===== src/rtl/uart_tx_gen.sv =====
// APB UART transmitter: TX FIFO feeding a start/data/parity/stop serialiser paced by
// the shared oversample tick, with CTS auto-flow, break and per-frame line settings.
module uart_tx_gen #(
  parameter int FIFO_DEPTH = 16,
  parameter int OVERSAMPLE = 16,
  parameter int CNT_W      = $clog2(FIFO_DEPTH) + 1
) (
  input  logic             PCLK,
  input  logic             PRESETn,
  input  logic [7:0]       PWDATA,
  input  logic             tx_fifo_push,
  input  logic             tx_fifo_clear,
  input  logic [7:0]       LCR,
  input  logic             enable,
  input  logic             afe,
  input  logic             cts_n,
  output logic             tx_fifo_empty,
  output logic             tx_fifo_full,
  output logic [CNT_W-1:0] tx_fifo_count,
  output logic             tx_overflow,
  output logic             tx_done,
  output logic             busy,
  output logic             TXD
);

  localparam int AW = $clog2(FIFO_DEPTH);
  localparam int TW = $clog2(OVERSAMPLE);

  typedef enum logic [2:0] {
    S_IDLE   = 3'd0,
    S_START  = 3'd1,
    S_DATA   = 3'd2,
    S_PARITY = 3'd3,
    S_STOP   = 3'd4
  } state_t;

  logic [7:0]       mem_q [FIFO_DEPTH];
  logic [AW-1:0]    wr_ptr_q, wr_ptr_d, rd_ptr_q, rd_ptr_d;
  logic [CNT_W-1:0] count_q, count_d;
  logic             empty_q, full_q, ovf_q, done_q, busy_q, txd_q, txd_d;
  state_t           state_q, state_d;
  logic [TW-1:0]    tick_q, tick_d;
  logic [2:0]       bit_q, bit_d;
  logic [7:0]       data_q, data_d;
  logic [5:0]       cfg_q, cfg_d;
  logic             start_ok_s, launch_s, push_ok_s, ovf_s;
  logic             bit_end_s, data_last_s, stop_last_s;
  logic             unused_lcr_s;

  assign unused_lcr_s = LCR[7];

  // Parity over the frame's data bits only; word length and mode come from cfg.
  function automatic logic frame_parity(input logic [7:0] data, input logic [5:0] cfg);
    logic [7:0] mask;
    logic       p;
    case (cfg[1:0])
      2'd0:    mask = 8'h1F;
      2'd1:    mask = 8'h3F;
      2'd2:    mask = 8'h7F;
      default: mask = 8'hFF;
    endcase
    case (cfg[5:3])
      3'b001:  p = ~^(data & mask);
      3'b011:  p = ^(data & mask);
      3'b101:  p = 1'b1;
      3'b111:  p = 1'b0;
      default: p = 1'b1;
    endcase
    return p;
  endfunction

  assign start_ok_s  = ~empty_q & enable & ~(afe & cts_n) & ~LCR[6] & ~tx_fifo_clear;
  assign bit_end_s   = enable & (tick_q == TW'(OVERSAMPLE - 1));
  assign data_last_s = (bit_q == (3'd4 + {1'b0, cfg_q[1:0]}));
  assign stop_last_s = (state_q == S_STOP) & bit_end_s & (bit_q == {2'b00, cfg_q[2]});
  assign launch_s    = start_ok_s & ((state_q == S_IDLE) | stop_last_s);
  assign push_ok_s   = tx_fifo_push & ~tx_fifo_clear & (~full_q | launch_s);
  assign ovf_s       = tx_fifo_push & ~tx_fifo_clear & full_q & ~launch_s;

  // FIFO pointer and occupancy next-state; clear wins over push and pop.
  always_comb begin
    wr_ptr_d = wr_ptr_q;
    rd_ptr_d = rd_ptr_q;
    count_d  = count_q;
    if (tx_fifo_clear) begin
      wr_ptr_d = {AW{1'b0}};
      rd_ptr_d = {AW{1'b0}};
      count_d  = {CNT_W{1'b0}};
    end else begin
      wr_ptr_d = push_ok_s ? wr_ptr_q + AW'(1) : wr_ptr_q;
      rd_ptr_d = launch_s  ? rd_ptr_q + AW'(1) : rd_ptr_q;
      case ({push_ok_s, launch_s})
        2'b10:   count_d = count_q + CNT_W'(1);
        2'b01:   count_d = count_q - CNT_W'(1);
        default: count_d = count_q;
      endcase
    end
  end

  // FIFO storage.
  always_ff @(posedge PCLK) begin
    if (push_ok_s) begin
      mem_q[wr_ptr_q] <= PWDATA;
    end
  end

  // Frame state register.
  always_ff @(posedge PCLK or negedge PRESETn) begin
    if (!PRESETn) begin
      state_q <= S_IDLE;
    end else begin
      state_q <= state_d;
    end
  end

  // Frame next-state.
  always_comb begin
    state_d = state_q;
    case (state_q)
      S_IDLE:   if (launch_s) state_d = S_START; else state_d = S_IDLE;
      S_START:  if (bit_end_s) state_d = S_DATA; else state_d = S_START;
      S_DATA: begin
        if (bit_end_s && data_last_s) state_d = cfg_q[3] ? S_PARITY : S_STOP;
        else state_d = S_DATA;
      end
      S_PARITY: if (bit_end_s) state_d = S_STOP; else state_d = S_PARITY;
      S_STOP: begin
        if (stop_last_s) state_d = launch_s ? S_START : S_IDLE;
        else state_d = S_STOP;
      end
      default:  state_d = S_IDLE;
    endcase
  end

  // Bit timing, frame capture and serial line value; break masks the line only.
  always_comb begin
    tick_d = tick_q;
    bit_d  = bit_q;
    data_d = data_q;
    cfg_d  = cfg_q;
    if (launch_s) begin
      tick_d = {TW{1'b0}};
      bit_d  = 3'd0;
      data_d = mem_q[rd_ptr_q];
      cfg_d  = LCR[5:0];
    end else if ((state_q != S_IDLE) && enable) begin
      if (bit_end_s) begin
        tick_d = {TW{1'b0}};
        if (state_q == S_DATA) begin
          bit_d = data_last_s ? 3'd0 : bit_q + 3'd1;
        end else if (state_q == S_STOP) begin
          bit_d = stop_last_s ? 3'd0 : bit_q + 3'd1;
        end else begin
          bit_d = bit_q;
        end
      end else begin
        tick_d = tick_q + TW'(1);
      end
    end else begin
      tick_d = tick_q;
    end
    case (state_d)
      S_START:  txd_d = 1'b0;
      S_DATA:   txd_d = data_d[bit_d];
      S_PARITY: txd_d = frame_parity(data_d, cfg_d);
      default:  txd_d = 1'b1;
    endcase
    txd_d = txd_d & ~LCR[6];
  end

  // Datapath and registered outputs.
  always_ff @(posedge PCLK or negedge PRESETn) begin
    if (!PRESETn) begin
      wr_ptr_q <= {AW{1'b0}};
      rd_ptr_q <= {AW{1'b0}};
      count_q  <= {CNT_W{1'b0}};
      empty_q  <= 1'b1;
      full_q   <= 1'b0;
      ovf_q    <= 1'b0;
      tick_q   <= {TW{1'b0}};
      bit_q    <= 3'd0;
      data_q   <= 8'h00;
      cfg_q    <= 6'h00;
      txd_q    <= 1'b1;
      busy_q   <= 1'b0;
      done_q   <= 1'b0;
    end else begin
      wr_ptr_q <= wr_ptr_d;
      rd_ptr_q <= rd_ptr_d;
      count_q  <= count_d;
      empty_q  <= (count_d == {CNT_W{1'b0}});
      full_q   <= (count_d == CNT_W'(FIFO_DEPTH));
      ovf_q    <= ovf_s;
      tick_q   <= tick_d;
      bit_q    <= bit_d;
      data_q   <= data_d;
      cfg_q    <= cfg_d;
      txd_q    <= txd_d;
      busy_q   <= (state_d != S_IDLE);
      done_q   <= stop_last_s;
    end
  end

  assign tx_fifo_empty = empty_q;
  assign tx_fifo_full  = full_q;
  assign tx_fifo_count = count_q;
  assign tx_overflow   = ovf_q;
  assign tx_done       = done_q;
  assign busy          = busy_q;
  assign TXD           = txd_q;

endmodule


===== config.mk =====
export PLATFORM = sky130hd
export DESIGN_NAME = uart_tx_gen
export DESIGN_NICKNAME = d
export VERILOG_FILES = /design/src/rtl/uart_tx_gen.sv
export SDC_FILE = /design/constraint.sdc
export NUM_CORES = 1
export LEC_CHECK = 0
export CORE_MARGIN = 2
export CORE_UTILIZATION = 35
export CTS_CLUSTER_DIAMETER = 30
export DETAILED_ROUTE_END_ITERATION = 6
export PLACE_DENSITY = 0.6
export RECOVER_POWER = 100
export SLEW_MARGIN = 20
export SYNTH_ARGS = -nofsm -noshare
export SYNTH_HDL_FRONTEND = slang
export SYNTH_SLANG_ARGS = --single-unit
export TNS_END_PERCENT = 30

===== constraint.sdc =====
create_clock -name PCLK -period 5.4 [get_ports PCLK]
set_clock_uncertainty 0.05 [all_clocks]
set_input_delay 1.62 -clock PCLK [delete_from_list [all_inputs] [get_ports PCLK]]
set_output_delay 1.62 -clock PCLK [all_outputs]
set_load 0.01 [all_outputs]

**Yosys cells after proc, flatten, opt, wreduce, memory -nomap -nowiden**

Memories as Yosys holds them, arrays and structs flattened.
Index checks and enable logic that the tools add are counted.

- Mux-type cells: 33
- $lt $le $gt $ge: 1
- Eq/ne operators: 18
- Reductions and logical operators: 12
- $add $sub $neg: 7
- Bitwise logic cells: 23

Operators by type and width:

| cell | count |
|---|---|
| $mux W3 | 11 |
| $mux W4 | 7 |
| $pmux W8 S3 | 1 |
| $mux W8 | 2 |
| $eq A3 B2 Y1 const B | 5 |
| $pmux W3 S5 | 1 |
| $and A1 B1 Y1 | 14 |
| $add A4 B1 Y4 const B | 3 |
| $pmux W5 S2 | 1 |
| $eq A3 B1 Y1 const B | 3 |
| $and A8 B8 Y8 | 1 |
| $reduce_xnor A8 Y1 | 1 |
| $reduce_xor A8 Y1 | 1 |
| $eq A3 B3 Y1 const B | 2 |
| $mux W6 | 1 |
| $not A1 Y1 | 6 |
| $pmux W1 S3 | 2 |
| $reduce_bool A2 Y1 | 3 |
| $reduce_bool A3 Y1 | 2 |
| $add A5 B1 Y5 const B | 1 |
| $eq A5 B5 Y1 const B | 1 |
| $logic_not A5 Y1 | 1 |
| $mux W5 | 1 |
| $sub A5 B1 Y5 const B | 1 |
| 15 further kinds | 22 |

- Bits of input ports: 23
- Output and inout port bits: 11
- Register bits: 43
- RAM bits: 128
- Memories kept: 1
- Word-level logic and storage cells: 110

Memory list:

| memory | depth | width | rd ports | clocked after Yosys merged registers in | wr ports | RTL line | source |
|---|---|---|---|---|---|---|---|
| mem_q | 16 | 8 | 1 | 0 | 1 | 37 | `logic [7:0] mem_q [FIFO_DEPTH];` |

**Longest topological paths before layout**

Gate-level depths: netlist of run 1.

- Word-level depth: 16
- Gate-level depth with buffers: 22
- Gate-level depth less buffers: 19

**Worst setup path before layout of run 1**

Ideal clock, no wire load.

- Path type: input to register
- From: in LCR[6]
- To: reg full_q, in the netlist tx_fifo_full
- Stages on the path: 19
- Slack: 0.275 ns
- Required time: 5.231 ns
- Data arrival time: 4.956 ns
- Cell sequence: nor4b_1 nand3_1 a21oi_2 buf_2 buf_1 buf_1 ha_1 clkbuf_1 xor2_1 ha_1 a21oi_1 nor2b_1 o21ai_0 a21oi_1 a221oi_1 nor2_1 xnor2_1 nor2_1 and2_1

- Cells in the longest elaborated chain, start to end: 10
- Elaborated cells on any way between the ends: 11
- Those cells by class: eq/ne: 3; mux: 2; bitwise: 6

Ends and longest elaborated chain:

| item | RTL line | source |
|---|---|---|
| start, declared | 13 | `input logic [7:0] LCR,` |
| $not A1 Y1 (*) | 72 | `assign start_ok_s = ~empty_q & enable & ~(afe & cts_n) & ~LCR[6] & ~tx_fifo_clear;` |
| $and A1 B1 Y1 (*) (2 in a row) | 72 |  |
| $and A1 B1 Y1 (*) | 76 | `assign launch_s = start_ok_s & ((state_q == S_IDLE) \| stop_last_s);` |
| $or A1 B1 Y1 | 77 | `assign push_ok_s = tx_fifo_push & ~tx_fifo_clear & (~full_q \| launch_s);` |
| $and A1 B1 Y1 | 77 |  |
| $eq A2 B1 Y1 / $eq A2 B2 Y1 (equally long branches) | 92 | `case ({push_ok_s, launch_s})` |
| $pmux W5 S2 (*) | 92 |  |
| $mux W5 (*) | 85 | `if (tx_fifo_clear) begin` |
| via count_d[4] | 39 | `logic [CNT_W-1:0] count_q, count_d;` |
| $eq A5 B5 Y1 (*) | 192 | `full_q <= (count_d == CNT_W'(FIFO_DEPTH));` |
| end signal, assigned | 192 |  |
| end, declared | 40 | `logic empty_q, full_q, ovf_q, done_q, busy_q, txd_q, txd_d;` |

The timed path passes the listed nets; every way through them passes the cells marked *.
A chain may end at the register's enable or synchronous reset.

**Final worst setup path of run 1**

- From: in enable
- To: reg empty_q, in the netlist tx_fifo_empty

- Cells in the longest elaborated chain, start to end: 11
- Elaborated cells on any way between the ends: 16
- Those cells by class: eq/ne: 2; mux: 2; bitwise: 11; reduce/logical: 1

Ends and longest elaborated chain:

| item | RTL line | source |
|---|---|---|
| start, declared | 14 | `input logic enable,` |
| $and A1 B1 Y1 (on tied branches) | 72, 73 |  |
| $and A1 B1 Y1 (on tied branches) (2 in a row) | 72, 75 |  |
| $and A1 B1 Y1 / $or A1 B1 Y1 (equally long branches) | 72, 76 |  |
| $and A1 B1 Y1 (*) | 76 |  |
| $or A1 B1 Y1 | 77 |  |
| $and A1 B1 Y1 | 77 |  |
| $eq A2 B1 Y1 / $eq A2 B2 Y1 (equally long branches) | 92 |  |
| $pmux W5 S2 (*) | 92 |  |
| $mux W5 (*) | 85 |  |
| via count_d[2] | 39 |  |
| $logic_not A5 Y1 (*) | 191 | `empty_q <= (count_d == {CNT_W{1'b0}});` |
| end signal, assigned | 191 |  |
| end, declared | 40 |  |

Marked as above.

==> results.json, run 1 <==
{
  "synth_common_cells": "edfxtp_1, dfrtp_1, mux4_2",
  "htreeDepth": 4,
  "die_width_um": 148,
  "std_cell_rows": 52,
  "place.gp.congestion": 0.798,
  "grt_overflow": 0,
  "ctsResizeCount": 0,
  "r2r_slack_ns": 1.63,
  "ys_ff_latch": 171,
  "synth_top_cell_area_share_pct": 52.6,
  "drv_cap": 1,
  "fmax_ghz": 0.201,
  "synth_edf_count": 128,
  "outcome": "finished with violations",
  "fp.dieH_um": 148,
  "drc": 0,
  "holdWs_ns": 0.437,
  "rsz0062_at_grt": "no",
  "seq_area_frac_synth_pct": 67.4,
  "drive_above_1_share_pct": 16.7,
  "ys.warnings.count": 0,
  "rr_startpoint": "tick_q[0]",
  "track_usage_pct": 14.2,
  "synthFlopType": "edfxtp_1",
  "route.met2.wl_um": 7690,
  "yosys-top-cells-area": "edfxtp_1, dfrtp_1, mux4_2",
  "wl_met3_um": 440,
  "required_ns": 5.71,
  "place_hpwl_um": 9330,
  "dr.max_layer_used": "met4",
  "fill_cells": 1805,
  "insertion_delay_ns": 0.43,
  "vias": 3937,
  "power.density_nw_per_um2": 374,
  "cts_buffers": 17,
  "path_max_fanout": 5,
  "drtIter0Drc": 199,
  "hold_depth": 1,
  "r2r-end": "tx_fifo_empty",
  "cp-end-kind": "register",
  "postCtsSetupBuffers": 0,
  "diodes": 0,
  "r2r_cells": 16,
  "finalNetCount": 516,
  "wirelength_um": 14600,
  "cts_sinks": 171,
  "grt_pass1_vias": 4120,
  "syn_nets": 480,
  "antenna_found_initial": 0,
  "period_share_pct": 92.3,
  "dieArea_um2": 22000,
  "hold_buffers": 0,
  "fin_setup_tns_ns": 0,
  "drt_pass1_iterations": 4,
  "initial_core_util_pct": 35.9,
  "startpoint_type": "input port",
  "drv_slew": 44,
  "io_buffers": 32,
  "syn2layout_area_growth_pct": 16.1,
  "yosysMostFrequentCell": "edfxtp_1",
  "relSlewSlack_pct": -51.7,
  "violations": "max-capacitance violations, max-slew violations",
  "grt_pass1_wl_um": 23200,
  "hold_viol": 0,
  "period_minus_slack_ns": 4.98,
  "worst_pin_slew_ns": 2.28,
  "hold_class": "reg2reg",
  "synthArstFlopShare_pct": 25.1,
  "wl_met1_um": 6240,
  "syn_avg_cell_area_um2": 16.3,
  "coreArea_um2": 20400,
  "clk_path_buf_depth": 2,
  "synth.distinct_cells": 54,
  "syn_inst": 447,
  "min_to": "cfg_q[5]",
  "netlist_area_um2": 7300,
  "wl_per_cell_um": 19.0,
  "cts.clk_slew.worst_paths_ns": 0.07,
  "vdd_drop_max_v": 0.000245,
  "vias_per_cell": 5.14,
  "io_pins": 34,
  "worstHoldStart": "cfg_q[5]",
  "crit_type": "in2reg",
  "final_util_pct": 41.6,
  "cts_tree": "built",
  "yosys.area.top_type": "edfxtp_1",
  "setup_viol": 0,
  "grt_max_degree": 44,
  "ant_nets": 0,
  "cp.arrival_ns": 5.30,
  "cts_root_buf": "clkbuf_16",
  "leakage_uw": 0.00293
}
==> layout by cell type, fill, tap and decap left out, drive strengths merged, types with 2 or more instances in the layout <==
cell / count
a211o: 2
a21oi: 12
a221oi: 2
a22oi: 17
a31oi: 2
and2: 18
and3: 2
and4: 3
buf: 3
clkbuf: 20
clkdlybuf4s50: 11
clkinv: 7
dfrtp: 41
dfstp: 2
dlygate4sd3: 20
edfxtp: 128
ha: 10
inv: 14
mux2: 12
mux2i: 3
mux4: 34
nand2: 27
nand2b: 8
nand3: 2
nand4: 3
nor2: 24
nor2b: 8
nor3: 6
nor3b: 2
nor4b: 2
o211ai: 3
o21ai: 10
o21bai: 2
o22ai: 2
or3: 3
xnor2: 8
xnor3: 2
xor2: 9
==> report_power, final <==
group          switching, uW  internal (uW)  total, uW
Sequential              64.9           1500       1570
Combinational            204            205        409
Clock                    572            624       1200
Total                    841           2330       3170
==> worst max-delay path: stages <==
cell	delay (ns)
dlygate4sd3_1	0.63
and4_1	0.27
nand3_1	0.15
a21oi_2	0.24
nand2b_1	0.17
and3b_1	0.19
inv_1	0.09
ha_1	0.21
xor2_1	0.17
ha_1	0.19
a21oi_1	0.28
xor2_1	0.22
or3_1	0.13
a21oi_1	0.07
nor4_1	0.46
nor2b_1	0.19
==> worst max path at each step <==
| stage | from | to | slack (ns) | cells past startpoint |
|---|---|---|---|---|
| after floorplan | LCR[6] | tx_fifo_full | 0.27 | 19 |
| after global placement | enable | tx_fifo_full | 0.17 | 19 |
| after detailed placement | enable | tx_fifo_full | 0.11 | 19 |
| after CTS | enable | tx_fifo_empty | 0.54 | 16 |
| after global routing | enable | tx_fifo_full | 0.13 | 19 |
| final | enable | tx_fifo_empty | 0.42 | 16 |
==> routing by layer <==
| metal | vias up | global-route usage [%] |
|---|---|---|
| met5 | - | 0 |
| met3 | 17 | 2.70 |
| li1 | 1807 | - |
| met1 | 2049 | 17.9 |
| met4 | 0 | 5.14 |
| met2 | 64 | 24.6 |
==> cells by family (layout without fill, tap and decap cells) <==
| family | count (synthesis) | in the layout | share of synthesized area [%] |
|---|---|---|---|
| xor+xnor | 19 | 19 | 2.66 |
| buf+inv | 27 | 76 | 1.88 |
| flops | 171 | 171 | 67.4 |
| mux | 49 | 49 | 12.7 |
| simple gates | 111 | 111 | 7.92 |
| compound gates | 60 | 60 | 5.69 |
| fa+ha+maj | 10 | 10 | 1.71 |
==> registers in the layout, indices dropped and copies added (netlist names) <==
| register | cells |
|---|---|
| data_q | 8 |
| busy | 1 |
| bit_q | 3 |
| wr_ptr_q | 4 |
| cfg_q | 6 |
| TXD | 1 |
| tx_fifo_count | 5 |
| mem_q | 128 |
| tx_overflow | 1 |
| tx_done | 1 |
| tick_q | 4 |
| rd_ptr_q | 4 |
| state_q | 3 |
| tx_fifo_empty | 1 |
| tx_fifo_full | 1 |
==> per-stage QoR <==
stage                     total power, uW  cell area, um2  std cells  worst slack (ns)
after floorplan                      1880            7300        447             0.275
after global placement               2000            7890        734             0.166
after detailed placement             2020            7890        734             0.110
after CTS                            3210            8490        766             0.536
after global routing                 3300            8480        766             0.131
final                                3170            8480        766             0.417
==> cell type report <==
| type | instances | area (um2) | area share (%) |
|---|---|---|---|
| timing repair buffer | 37 | 344 | 4.06 |
| clock buffer | 17 | 425 | 5.02 |
| inverter | 7 | 26.3 | 0.310 |
| sequential | 171 | 4920 | 58.1 |
| tap | 270 | 338 | 3.99 |
| multi-input combinational | 249 | 2240 | 26.5 |
| clock inverter | 15 | 175 | 2.07 |
No activity file was read; power rests on OpenSTA's default activity.
==> run 2: changes to the inputs <==
- CELL_PAD_IN_SITES_DETAIL_PLACEMENT: unset -> 1
- CELL_PAD_IN_SITES_GLOBAL_PLACEMENT: unset -> 1
- PLACE_DENSITY: 0.6 -> 0.67
- TNS_END_PERCENT: 30 -> unset
- clock period: 5.4 -> 5.6 ns (I/O delays scaled with it)
==> results.json, run 2 (synthesis gave the netlist of run 1 again) <==
{
  "outcome": "complete, no violations",
  "grt_pass1_wl_um": 24700,
  "rsz0062_at_grt": "no",
  "worst_pin_slew_ns": 1.40,
  "drv_slew": 0,
  "final_cell_mix": "edfxtp_1, dfrtp_1, mux4_2, nand2_1, nor2_1",
  "drv_cap": 0,
  "vdd_drop_max_v": 0.000230,
  "r2r_cells": 16,
  "drt_pass1_iterations": 4,
  "layout_commonest_cell": "edfxtp_1",
  "drive_above_1_share_pct": 15.9,
  "antenna_found_initial": 0,
  "cts_tree": "built",
  "setup_viol": 0,
  "reg_top3": "mem_q (128), data_q (8), cfg_q (6)",
  "worstHoldStart": "cfg_q[5]",
  "largest_reg_flops": 128,
  "cts_root_buf": "clkbuf_16",
  "die_width_um": 148,
  "diodes": 0,
  "drtIter0Drc": 173,
  "syn2layout_area_growth_pct": 15.6,
  "grt_pass1_vias": 4386,
  "io_pins": 34,
  "vias_per_cell": 5.14,
  "largest_register": "mem_q",
  "relSlewSlack_pct": 6.37,
  "cp-end-kind": "register",
  "fill_cells": 2017,
  "postCtsSetupBuffers": 0,
  "fin_setup_tns_ns": 0,
  "regArea_um2": 4920,
  "hold_depth": 1,
  "pre_cts_ws_ns": 0.162,
  "r2r-end": "tx_fifo_full",
  "cp.arrival_ns": 5.43,
  "hold_class": "reg2reg",
  "grt_max_degree": 44,
  "leakage_uw": 0.00293,
  "hold_buffers": 0,
  "setup_slack_ns": 0.482,
  "coreArea_um2": 20400,
  "grt_overflow": 0,
  "ant_nets": 0,
  "dieArea_um2": 22000,
  "rr_startpoint": "tick_q[0]",
  "wirelength_um": 15500,
  "multiInputGateArea_um2": 2240,
  "startpoint_type": "input port",
  "finalNetCount": 517,
  "path_max_fanout": 5,
  "ctsResizeCount": 0,
  "period_minus_slack_ns": 5.12,
  "fp.dieH_um": 148,
  "drc": 0,
  "cts_sinks": 171,
  "crit_type": "in2reg",
  "hold_viol": 0,
  "std_cell_rows": 52,
  "clk_path_buf_depth": 2,
  "place_hpwl_um": 10200,
  "cts.clk_slew.worst_paths_ns": 0.07,
  "period_share_pct": 91.4,
  "r2r_slack_ns": 1.78,
  "min_to": "cfg_q[5]",
  "htreeDepth": 4,
  "initial_core_util_pct": 35.9,
  "wl_per_cell_um": 20.2,
  "io_buffers": 32,
  "cts_buffers": 17,
  "place.gp.congestion": 0.788,
  "insertion_delay_ns": 0.43,
  "power.density_nw_per_um2": 360,
  "required_ns": 5.91,
  "vias": 3945,
  "track_usage_pct": 15.2,
  "fmax_ghz": 0.195
}
[run 2: cell count changes in the layout (fill, tap and decap cells not counted), sizes merged]
cell      change
buf           +1
clkinvlp      -1
inv           +1
[run 2: stage by stage]
stage                     instances  area, um2  hold slack [ns]  util [%]  total power, uW
after floorplan                 447       7300            0.422         -             1820
after global placement          734       7890            0.437      38.8             1950
after detailed placement        734       7890            0.448      38.8             1970
after CTS                       766       8450            0.464      41.5             3080
after global routing            767       8440            0.466      41.4             3160
final                           767       8440            0.441      41.4             3040
[run 2: worst max-delay path, stage by stage]
cell and delay, ns:
dlygate4sd3_1 0.65, and4_1 0.28, nand3_1 0.15, a21oi_1 0.24, nand2b_1 0.19, and3b_1 0.21, inv_1 0.09, ha_1 0.21
xor2_1 0.17, ha_1 0.19, a21oi_1 0.25, xor2_1 0.14, o21ai_0 0.20, a21oi_1 0.11, nor4_1 0.48, and2_0 0.20
[run 2: where the power goes]
| part | switching, uW | internal, uW |
|---|---|---|
| Combinational | 209 | 199 |
| Sequential | 67.3 | 1450 |
| Clock | 526 | 585 |
| Total | 803 | 2230 |
[run 2: worst max-delay path by stage]
| stage | start | slack (ns) | endpoint | depth (start not counted) |
|---|---|---|---|---|
| 2_1_floorplan | LCR[6] | 0.41 | tx_fifo_full | 19 |
| 3_3_place_gp | enable | 0.27 | tx_fifo_empty | 16 |
| 3_5_place_dp | enable | 0.16 | tx_fifo_full | 16 |
| 4_1_cts | enable | 0.61 | tx_fifo_full | 16 |
| 5_1_grt | enable | 0.13 | tx_fifo_full | 17 |
| 6_report | enable | 0.48 | tx_fifo_full | 16 |
[run 2: cell type report]
cell class                      instances  area share (%)
Multi-Input combinational cell        249            26.5
Sequential cell                       171            58.4
Tap cell                              270            4.00
Timing Repair Buffer                   38            4.17
Clock buffer                           17            5.04
Clock inverter                         15            1.59
Inverter                                7           0.311
[run 2: layer usage]
| metal | track usage (%) | wire length [um] |
|---|---|---|
| met3 | 2.85 | 347 |
| met1 | 18.3 | 6450 |
| met4 | 5.71 | 245 |
| met2 | 27.2 | 8470 |
| met5 | 0 | 0 |
==> run 3: changes to the inputs <==
- CORE_ASPECT_RATIO: unset -> 0.8
==> results.json, run 3 (synthesis gave the netlist of run 1 again) <==
{
  "outcome": "finished with violations",
  "violations": "max-capacitance violations, max-slew violations",
  "hold_class": "reg2reg",
  "initial_core_util_pct": 35.5,
  "final_cell_mix": "edfxtp_1, dfrtp_1, mux4_2, nand2_1, nor2_1",
  "htreeDepth": 4,
  "relSlewSlack_pct": -60.2,
  "postCtsSetupBuffers": 0,
  "vias_per_cell": 5.20,
  "fmax_ghz": 0.201,
  "drv_slew": 44,
  "cts_sinks": 171,
  "drive_above_1_share_pct": 16.3,
  "syn2layout_area_growth_pct": 15.8,
  "power_uw": 3080,
  "crit_path_cell_trace": "dlygate4sd3_1 > nor4b_1 > nand3_1 > a21oi_1 > nand2b_1 > and3b_1 > inv_1 > ha_1 > buf_4 > a21o_1 > a22oi_1 > nor2_1 > a211oi_1 > or3_1 > a21oi_1 > nor4_1 > nor2b_1",
  "max_stage_delay_ns": 0.61,
  "drc": 0,
  "clk_path_buf_depth": 2,
  "io_pins": 34,
  "io_buffers": 32,
  "cts_tree": "built",
  "crit_top_cell": "a21oi_1",
  "largest_reg_flops": 128,
  "cpMaxStageDelayCell": "dlygate4sd3_1",
  "grt_max_degree": 44,
  "rsz0062_at_grt": "no",
  "period_minus_slack_ns": 4.98,
  "layout_commonest_cell": "edfxtp_1",
  "ant_nets": 0,
  "leakage_uw": 0.00293,
  "place_hpwl_um": 10600,
  "drt_pass1_iterations": 4,
  "path_max_fanout": 7,
  "insertion_delay_ns": 0.43,
  "track_usage_pct": 15.6,
  "path_delay_family": "simple AND/OR/NAND/NOR gates",
  "grt_pass1_wl_um": 25300,
  "diodes": 0,
  "grt_overflow": 0,
  "drv_cap": 1,
  "cts_root_buf": "clkbuf_16",
  "setup_viol": 0,
  "wirelength_um": 15800,
  "cp.arrival_ns": 5.29,
  "fin_setup_tns_ns": 0,
  "fp.dieH_um": 133,
  "vias": 3986,
  "cts_buffers": 17,
  "ctsResizeCount": 0,
  "cts.clk_slew.worst_paths_ns": 0.07,
  "hold_buffers": 0,
  "largest_register": "mem_q",
  "hold_viol": 0,
  "wl_per_cell_um": 20.6,
  "startpoint_type": "input port",
  "period_share_pct": 88.9,
  "worst_pin_slew_ns": 2.40,
  "std_cell_rows": 47,
  "coreArea_um2": 20600,
  "drtIter0Drc": 310,
  "reg_top3": "mem_q (128), data_q (8), cfg_q (6)",
  "dieArea_um2": 22000,
  "vdd_drop_max_v": 0.000228,
  "required_ns": 5.91,
  "power.density_nw_per_um2": 365,
  "cp-end-kind": "register",
  "grt_pass1_vias": 4371,
  "die_width_um": 166,
  "path_buf_inv": 3,
  "crit_type": "in2reg",
  "finalNetCount": 518,
  "antenna_found_initial": 0,
  "place.gp.congestion": 0.777
}
## run 3: where the power goes
part,leakage [uW],total (uW),internal [uW],switching [uW]
Sequential,0.00171,1520,1450,70.1
Combinational,0.000949,408,199,209
Clock,0.000273,1160,658,499
Total,0.00293,3080,2310,778
## run 3: metrics by stage
step,area (um2),cells,util [%],hold WS [ns],setup slack [ns]
2_1_floorplan,7300,447,-,0.422,0.415
3_3_place_gp,7900,735,38.4,0.434,0.311
3_5_place_dp,7900,735,38.4,0.435,0.311
4_1_cts,8470,767,41.2,0.451,0.724
5_1_grt,8460,767,41.1,0.482,0.189
6_report,8460,767,41.1,0.434,0.619
## run 3: area by class of cell
cell class                      instances  area, um2
Multi-Input combinational cell        249       2240
Clock inverter                         14        144
Clock buffer                           18        429
Fill cell                            2049      12100
Inverter                                7       26.3
Tap cell                              269        337
Timing Repair Buffer                   39        359
Sequential cell                       171       4920
## run 3: per-layer routing
| layer | track usage (%) | vias up | share of wire (%) |
|---|---|---|---|
| met3 | 4.11 | 18 | 5.6 |
| li1 | - | 1811 | - |
| met1 | 22.3 | 2075 | 45 |
| met4 | 4.41 | 0 | 1.3 |
| met2 | 23.7 | 82 | 48 |
| met5 | 0 | - | 0 |
## run 3: worst paths after layout
path	depth (start not counted)	slack, ns	start	endpoint
worst max register to register	9	1.91	rd_ptr_q[0]	TXD
max in group asynchronous	1	2.02	PRESETn	rd_ptr_q[0]
worst min-delay path	1	0.43	cfg_q[5]	cfg_q[5]
min in group asynchronous	1	1.93	PRESETn	busy
worst max-delay path	17	0.62	enable	tx_fifo_empty
worst min register to register	1	0.43	cfg_q[5]	cfg_q[5]
==> RTL edit: new RTL, config.mk and constraints of run 3 <==
Set the parameter `FIFO_DEPTH` to 8 (it was 16).
--- a/src/rtl/uart_tx_gen.sv
+++ b/src/rtl/uart_tx_gen.sv
@@ -1,7 +1,7 @@
 // APB UART transmitter: TX FIFO feeding a start/data/parity/stop serialiser paced by
 // the shared oversample tick, with CTS auto-flow, break and per-frame line settings.
 module uart_tx_gen #(
-  parameter int FIFO_DEPTH = 16,
+  parameter int FIFO_DEPTH = 8,
   parameter int OVERSAMPLE = 16,
   parameter int CNT_W      = $clog2(FIFO_DEPTH) + 1
 ) (
Interface: changed (resized tx_fifo_count); port bits go from 34 to 33. No check against the original RTL was run, so the function may have changed too.
==> RTL edit against run 3 <==
- the flow still finishes with violations (max-capacitance violations, max-slew violations)
- critical path depth down 5
- synthesized area down 33%
- global-route usage up 0.92 points
- die area down 33%
- worst setup slack worse by 0.096 ns
- final area down 33%
- wire length down 31%
- sequential share of layout area down 6.8 points
- sequential cell count down 67
- total power down 41%
- largest power group unchanged
==> RTL edit: results (changes against run 3) <==
- Final wirelength: 11000 um (was 15800 um)
- Final Non-Filler Cells: 584 (was 767)
- Failing checks: max-capacitance violations, max-slew violations (unchanged)
- GR Util met2: 26.0% (was 23.7%)
- Final Max Slew Viols: 41 (was 44)
- Multi-input gates: 229 (was 249)
- Storage cell area: 2930 sq um (was 4920 sq um)
- WHS: 0.445 ns (was 0.434 ns)
- Metal3 WL: 505 um (was 886 um)
- DP Wirelength: 7460 um (was 10600 um)
- Worst slack, placed: 0.195 ns (was 0.311 ns)
- Worst-margin pin slew: 2.31 ns (was 2.40 ns)
- # clk buffers: 10 (was 18)
- Filler instances: 1410 (was 2049)
- R2R setup slack: 1.80 ns (was 1.91 ns)
- First-pass GRT wire length: 18100 um (was 25300 um)
- Multi-input gate area: 1810 sq um (was 2240 sq um)
- Mapped Nets: 388 (was 480)
- Synth area leaders: edfxtp_1 40%, dfrtp_1 20%, mux4_1 4.3% (was edfxtp_1 53%, dfrtp_1 14%, mux4_2 10%)
- Metal2 WL: 5060 um (was 7580 um)
- LEAKAGE: 2.06 nW (was 2.93 nW)
- Yosys reg bits: 104 (was 171)
- Number of global-route vias before repair: 3224 (was 4371)
- DR iter-0 viols: 207 (was 310)
- Cell Count Post-Placement: 568 (was 735)
- GRT Util Overall: 16.5% (was 15.6%)
- Non-clock inverter count: 10 (was 7)
- M1 GR Usage: 22.8% (was 22.3%)
- Top delay family on crit path: buffers and inverters (was simple AND/OR/NAND/NOR gates)
- Commonest cells in the netlist: 64 x edfxtp_1, 38 x dfrtp_1, 35 x nand2_1 (was 128 x edfxtp_1, 41 x dfrtp_1, 34 x mux4_2)
- Max-cap viol count: 1 (unchanged)
- Vias/cell: 5.22 (was 5.20)
- Die outline area: 14900 sq um (was 22000 sq um)
- Post-synth EDFFs: 64 (was 128)
- Status: complete, but fails checks (unchanged)
- CP max FO: 12 (was 7)
- GR Util met3: 4.33% (was 4.11%)
- Largest net degree at the start of global routing: 41 (was 44)
[RTL edit: power breakdown]
group,internal (mW),switching [mW],leakage (nW)
sequential,0.857,0.0428,1.09
clock,0.394,0.282,0.149
combinational,0.114,0.137,0.828
total,1.37,0.461,2.06
[RTL edit: how the worst max path moves through the flow]
stage | slack (ns) | endpoint
floorplan | 0.97 | tx_fifo_full
global placement | 0.42 | tx_fifo_full
detailed placement | 0.19 | tx_fifo_full
CTS | 0.54 | tx_fifo_full
global route | 0.11 | tx_fifo_full
finish | 0.52 | TXD
[RTL edit: cells by family (layout without fill, tap and decap cells)]
group,after synthesis,after routing,share of synthesized area (%)
AND/OR/NAND/NOR,109,109,11.1
adder cells (fa/ha/maj),7,7,1.80
XOR/XNOR,24,24,4.61
flip-flops,104,104,60.2
multiplexers,32,32,11.8
AO/OA/AOI/OAI,57,57,8.00
buffers and inverters,25,71,2.52
